**config.mk**
```make
export PLATFORM = sky130hd
export DESIGN_NAME = sram_port_arbiter
export DESIGN_NICKNAME = d
export VERILOG_FILES = /design/src/rtl/sram_port_arbiter.sv
export SDC_FILE = /design/constraint.sdc
export NUM_CORES = 1
export LEC_CHECK = 0
export CAP_MARGIN = 10
export CORE_ASPECT_RATIO = 2
export CORE_UTILIZATION = 45
export DETAILED_ROUTE_END_ITERATION = 16
export GPL_TIMING_DRIVEN = 0
export PLACE_DENSITY = 0.95
export SLEW_MARGIN = 30
export SYNTH_ARGS = -nofsm -noshare
export SYNTH_HDL_FRONTEND = slang
export SYNTH_SLANG_ARGS = --single-unit
```
**constraint.sdc**
```tcl
create_clock -name clk -period 6.65 [get_ports clk]
set_input_delay 0.9975 -clock clk [delete_from_list [all_inputs] [get_ports clk]]
set_output_delay 0.9975 -clock clk [all_outputs]
set_load 0.02 [all_outputs]
```
**src/rtl/sram_port_arbiter.sv**
```systemverilog
// Two-port arbiter and access sequencer for the shared data SRAM.
// Fetch (I, read-only) and load/store (D) requests are granted combinationally
// with round-robin on conflicts; each grant becomes one registered SRAM access
// cycle followed by a registered one-cycle response pulse.
module sram_port_arbiter #(
  parameter int ADDR_W = 16,
  parameter int DATA_W = 32
) (
  input  logic              clk,
  input  logic              rst,
  input  logic              i_req,
  input  logic [ADDR_W-1:0] i_addr,
  output logic              i_gnt,
  output logic              i_rvalid,
  output logic [DATA_W-1:0] i_rdata,
  input  logic              d_req,
  input  logic [3:0]        d_we,
  input  logic [ADDR_W-1:0] d_addr,
  input  logic [DATA_W-1:0] d_wdata,
  output logic              d_gnt,
  output logic              d_rvalid,
  output logic [DATA_W-1:0] d_rdata,
  output logic              d_err,
  output logic [3:0]        sram_w_en,
  output logic [ADDR_W-1:0] sram_address,
  output logic [DATA_W-1:0] sram_write_data,
  input  logic [DATA_W-1:0] sram_read_data
);

  typedef enum logic [1:0] {
    IDLE  = 2'd0,
    ACC_I = 2'd1,
    ACC_D = 2'd2
  } state_t;

  state_t              state_q, state_d;
  logic                last_d_q;       // 1: most recent grant went to D
  logic [3:0]          we_q;           // byte enables of the D access in flight
  logic [3:0]          sram_w_en_q;
  logic [ADDR_W-1:0]   sram_address_q;
  logic [DATA_W-1:0]   sram_write_data_q;
  logic                i_rvalid_q, d_rvalid_q, d_err_q;
  logic [DATA_W-1:0]   i_rdata_q, d_rdata_q;

  // Only load, byte, half and word enable patterns are accepted.
  function automatic logic we_legal(input logic [3:0] we);
    return (we == 4'b0000) || (we == 4'b0001) || (we == 4'b0011) || (we == 4'b1111);
  endfunction

  // Combinational grant: D wins a conflict unless it was granted last.
  always_comb begin
    i_gnt = !rst && i_req && (!d_req || last_d_q);
    d_gnt = !rst && d_req && (!i_req || !last_d_q);
  end

  // Next access state follows whichever port was granted this cycle.
  always_comb begin
    state_d = IDLE;
    if (d_gnt)      state_d = ACC_D;
    else if (i_gnt) state_d = ACC_I;
  end

  // Access sequencer: latch granted request onto the SRAM bus, then respond.
  always_ff @(posedge clk or posedge rst) begin
    if (rst) begin
      state_q           <= IDLE;
      last_d_q          <= 1'b0;
      we_q              <= 4'b0000;
      sram_w_en_q       <= 4'b0000;
      sram_address_q    <= '0;
      sram_write_data_q <= '0;
      i_rvalid_q        <= 1'b0;
      d_rvalid_q        <= 1'b0;
      d_err_q           <= 1'b0;
      i_rdata_q         <= '0;
      d_rdata_q         <= '0;
    end else begin
      state_q     <= state_d;
      sram_w_en_q <= 4'b0000;
      if (d_gnt) begin
        last_d_q          <= 1'b1;
        we_q              <= d_we;
        sram_address_q    <= d_addr;
        sram_write_data_q <= d_wdata;
        sram_w_en_q       <= we_legal(d_we) ? d_we : 4'b0000;
      end else if (i_gnt) begin
        last_d_q       <= 1'b0;
        sram_address_q <= i_addr;
      end

      i_rvalid_q <= 1'b0;
      d_rvalid_q <= 1'b0;
      d_err_q    <= 1'b0;
      case (state_q)
        ACC_I: begin
          i_rvalid_q <= 1'b1;
          i_rdata_q  <= sram_read_data;
        end
        ACC_D: begin
          d_rvalid_q <= 1'b1;
          d_err_q    <= !we_legal(we_q);
          // Stores leave the previous load data in place.
          if ((we_q == 4'b0000) || !we_legal(we_q)) d_rdata_q <= sram_read_data;
        end
        default: ;
      endcase
    end
  end

  assign sram_w_en       = sram_w_en_q;
  assign sram_address    = sram_address_q;
  assign sram_write_data = sram_write_data_q;
  assign i_rvalid        = i_rvalid_q;
  assign i_rdata         = i_rdata_q;
  assign d_rvalid        = d_rvalid_q;
  assign d_rdata         = d_rdata_q;
  assign d_err           = d_err_q;

endmodule

```
# Word level (Yosys, flattened, before mapping)
# Index checks and enable logic that the tools add are counted.
word_totals:
  reg_bits: 126
  elab_cells: 52
op_classes:
  eq_ne: 8
  mux: 11
  reduce_logical: 22
ops:
  columns: ["op", "count"]
  rows:
  - ["$mux W16", 2]
  - ["$logic_or A1 B1 Y1", 9]
  - ["$eq A4 B1 Y1 const B", 2]
  - ["$eq A4 B2 Y1 const B", 2]
  - ["$eq A4 B4 Y1 const B", 2]
  - ["$logic_not A4 Y1", 2]
  - ["$mux W4", 2]
  - ["$mux W1", 6]
  - ["$logic_not A1 Y1", 5]
  - ["$logic_and A1 B1 Y1", 4]
  - ["$eq A2 B1 Y1 const B", 1]
  - ["$eq A2 B2 Y1 const B", 1]
  - ["$mux W2", 1]
  - ["$reduce_and A2 Y1", 1]
  - ["$reduce_bool A2 Y1", 1]

# Depth between registers and ports, before layout
depth:
  depth_word: 7
  depth_mapped: 6
  depth_no_buf: 4

# Least setup slack after synthesis
# OpenSTA, ideal clock, no wires.
synth_timing:
  path_kind: "input to output"
  startpoint: "input d_req"
  endpoint: "output d_gnt"
  arrival_ps: 1562
  t_required_ps: 5653
  setup_slack_ps: 4091
  path_stages: 5
  n_path_buf: 2
  path_cell_list: "nor2b_2 > buf_6 > nand2_4 > inv_4 > buf_6"
synth_between:
  elab_chain_len: 2
synth_rtl:
  columns: ["item", "line_no", "rtl"]
  rows:
  - ["start, declared", "16", "input logic d_req,"]
  - ["$logic_and A1 B1 Y1 (2 in series)", "53", "d_gnt = !rst && d_req && (!i_req || !last_d_q);"]
  - ["end, declared", "20", "output logic d_gnt,"]
# Every way passes these cells.

# Worst setup path in the final report
layout_timing:
  startpoint: "input rst"
  endpoint: "output d_gnt"
layout_between:
  elab_chain_len: 3
layout_rtl:
  columns: ["item", "line_no", "rtl"]
  rows:
  - ["start, declared", "10", "input logic rst,"]
  - ["$logic_not A1 Y1 (no line)", null, null]
  - ["$logic_and A1 B1 Y1 (2 in series)", "53", null]
# Every way passes these cells.

==> flow_summary.toml <==
[worst_setup_path]
cp.arrival_ns = 2.91
critical_path_peak_fanout = 11
timing.critical_path.from_type = "input port"
crit_path_cell_trace = "clkdlybuf4s50_1 > nor2b_2 > buf_6 > nand2_4 > inv_4 > buf_6 > clkdlybuf4s50_1"
cp_slowest_cell = "sky130_fd_sc_hd__clkdlybuf4s50_1"
data_required_time_at_the_worst_endpoint_ns = 5.65
critical-path-max-stage-delay_ns = 0.62
critPathCaptureType = "primary output"
path_class = "input port to primary output"

[clock_tree]
cts.repair_timing.setup_buffer_count = 0
cts_buffers = 17
hold_buffers = 0
clk-insertion-delay-late_ns = 0.40
cts_sinks = 126
root_buffer = "sky130_fd_sc_hd__clkbuf_16"
cts_max_level = 4
clkSlewWorstSetupHoldPaths_ns = 0.06
clock_tree.buffer_depth = 2
post_cts.resized_instances = 0
cts_tree = "built"

[global_routing]
grt_overflow = 0
first_global_vias = 4051
grt_max_degree = 89
grt_first_pass_wirelength_um = 20000
grt_usage_pct = 24.4
antenna_found_initial = 0

[placed_design]
detailed_place.area_mm2 = 0.00736
place.detailed.hpwl_um = 10100
buffer_ports.inserted = 224
post-place-ws_ns = 2.73
gpl.final_weighted_congestion = 0.826

[drt]
detail-route-antenna-nets = 0
detail_route.wirelength_um = 13300
detailedRoute.firstIterationViolations = 86
avg_wl_per_cell_um = 18.1
avgViaCountPerCell = 5.09
drtPass1Iterations = 4
via_count = 3725
drcViolationCount = 0

[final_layout]
layout_commonest_cell = "sky130_fd_sc_hd__clkdlybuf4s50_1"
multi_input_gate_area_mm2 = 0.00161
n_fill_cell = 655
stdcell_area_mm2 = 0.00801
fraction_of_final_layout_cells_with_drive_strength_greater_than_1_pct = 24.4
final_cell_mix = "sky130_fd_sc_hd__clkdlybuf4s50_1 (224), sky130_fd_sc_hd__dfrtp_1 (126), sky130_fd_sc_hd__mux2_2 (95)"
fin_nets = 686
p_r_area_growth_vs_syn_pct = 63.2
num_antenna_cells = 0
regArea_mm2 = 0.00315

[sta]
fin_tns_setup_ns = 0
period_share_pct = 58.7
timing.final.ws_setup_ns = 2.74
skew_ns = 0.00806
holdWs_ns = 0.489
finalSetupViolCount = 0
maxClockFrequency_mhz = 256
max_slew.worst_pin.slew_ns = 0.450
final-hold-violation-count = 0
layout_min_cycle_time_ns = 3.91
rsz_0062_raised_after_global_routing = "no"
finalMaxSlewViolations = 0
relSlewSlack_pct = 69.9

[floorplanning]
placement_rows = 53
coreArea_mm2 = 0.0105
die-height_um = 150
design.portCount = 225
floorplan.die.width_um = 75.9
initial_utilization_pct = 46.6
die_area_mm2 = 0.0114

[synth]
synth_seq_area_share_pct = 64.2
number_of_flops_mapped_to_enable_cells_by_yosys = 0
asyncSetResetFlopFracSynth_pct = 100
post_synth.cell_area_avg_um2 = 14.5
netlist_instances = 338
ys.flop_type = "sky130_fd_sc_hd__dfrtp_1"
yosysWarningCount = 0
yosys_register_bits = 126
net_count_of_the_mapped_netlist = 442
netlist_area_mm2 = 0.00491
post_synth_num_cell_types = 27

[min_path]
worst_hold_path_type = "register to register"

[outcome]
run_status = "finished clean"

[power]
leakagePower_uw = 0.00330
vdd.ir_drop.worst_uv = 205
power.density_mw_per_mm2 = 375
design_power_total_uw = 3010

[job]
max_cap_violations = 0
==> sequential cells by signal (all words and copies together) (netlist names) <==
signal and cells:
state_q 2, d_err 1, i_rvalid 1, d_rvalid 1, sram_address 16, sram_w_en 4
i_rdata 32, d_rdata 32, sram_write_data 32, we_q 4, last_d_q 1
==> where the power goes <==
group	switching (uW)	internal (uW)
Combinational	438	501
Sequential	104	951
Clock	337	677
Total	879	2130
==> kinds of logic after synthesis <==
logic type / share of synthesized area (%)
DFF: 64.2
buffers and inverters: 2.91
and+or+nand+nor: 5.02
AOI/OAI and AO/OA: 4.97
muxes: 22.7
xor gates and xnor gates: 0.178
==> per-layer routing <==
metal	GRT usage [%]	vias to the layer above	wire length, um
met5	0	-	0
met2	43.9	164	7590
met1	23.0	1831	4420
li1	-	1693	-
met4	15.3	0	644
met3	6.73	37	621
==> through the flow <==
step                      util [%]  std cells
after floorplan                  -        338
after global placement        69.5        699
after detailed placement      69.8        700
after CTS                     76.0        732
after global routing          76.0        732
final                         76.0        732
==> Yosys cell counts, types with 2 or more instances <==
master / number / area (um^2)
sky130_fd_sc_hd__dfrtp_1: 126 / 3150
sky130_fd_sc_hd__mux2_2: 95 / 1070
sky130_fd_sc_hd__nor2_1: 21 / 78.8
sky130_fd_sc_hd__nand3_1: 18 / 90.1
sky130_fd_sc_hd__o21ai_0: 18 / 90.1
sky130_fd_sc_hd__a31oi_1: 16 / 100
sky130_fd_sc_hd__buf_6: 7 / 78.8
sky130_fd_sc_hd__clkbuf_1: 7 / 26.3
sky130_fd_sc_hd__buf_2: 4 / 20.0
sky130_fd_sc_hd__mux2_1: 4 / 45.0
sky130_fd_sc_hd__inv_1: 3 / 11.3
sky130_fd_sc_hd__a21oi_1: 2 / 10.0
sky130_fd_sc_hd__nand2_1: 2 / 7.51
sky130_fd_sc_hd__nand2b_1: 2 / 12.5
==> critical path: cells and delay by family <==
kind | cells | cell delay [ns]
buffers and inverters | 5 | 1.62
AND/OR/NAND/NOR | 2 | 0.28
==> final cells by class <==
type / count / share of cell area (%)
Clock buffer: 19 / 5.53
Tap cell: 137 / 2.14
Clock inverter: 13 / 2.64
Multi-Input combinational cell: 190 / 20.1
Inverter: 4 / 0.312
Sequential cell: 126 / 39.4
Buffer: 18 / 1.56
Timing Repair Buffer: 225 / 28.3
==> worst paths after layout <==
path / depth (start not counted) / from / end / slack [ns]
max reg2reg: 4 / we_q[0] / d_rdata[27] / 5.06
max in group asynchronous: 3 / rst / sram_address[13] / 4.88
min: 1 / sram_write_data[22] / sram_write_data[22] / 0.49
min in group asynchronous: 2 / rst / sram_write_data[28] / 1.07
min reg2reg: 1 / sram_write_data[22] / sram_write_data[22] / 0.49
max: 7 / rst / d_gnt / 2.74
Note: power is estimated with default switching activity, not from simulation.
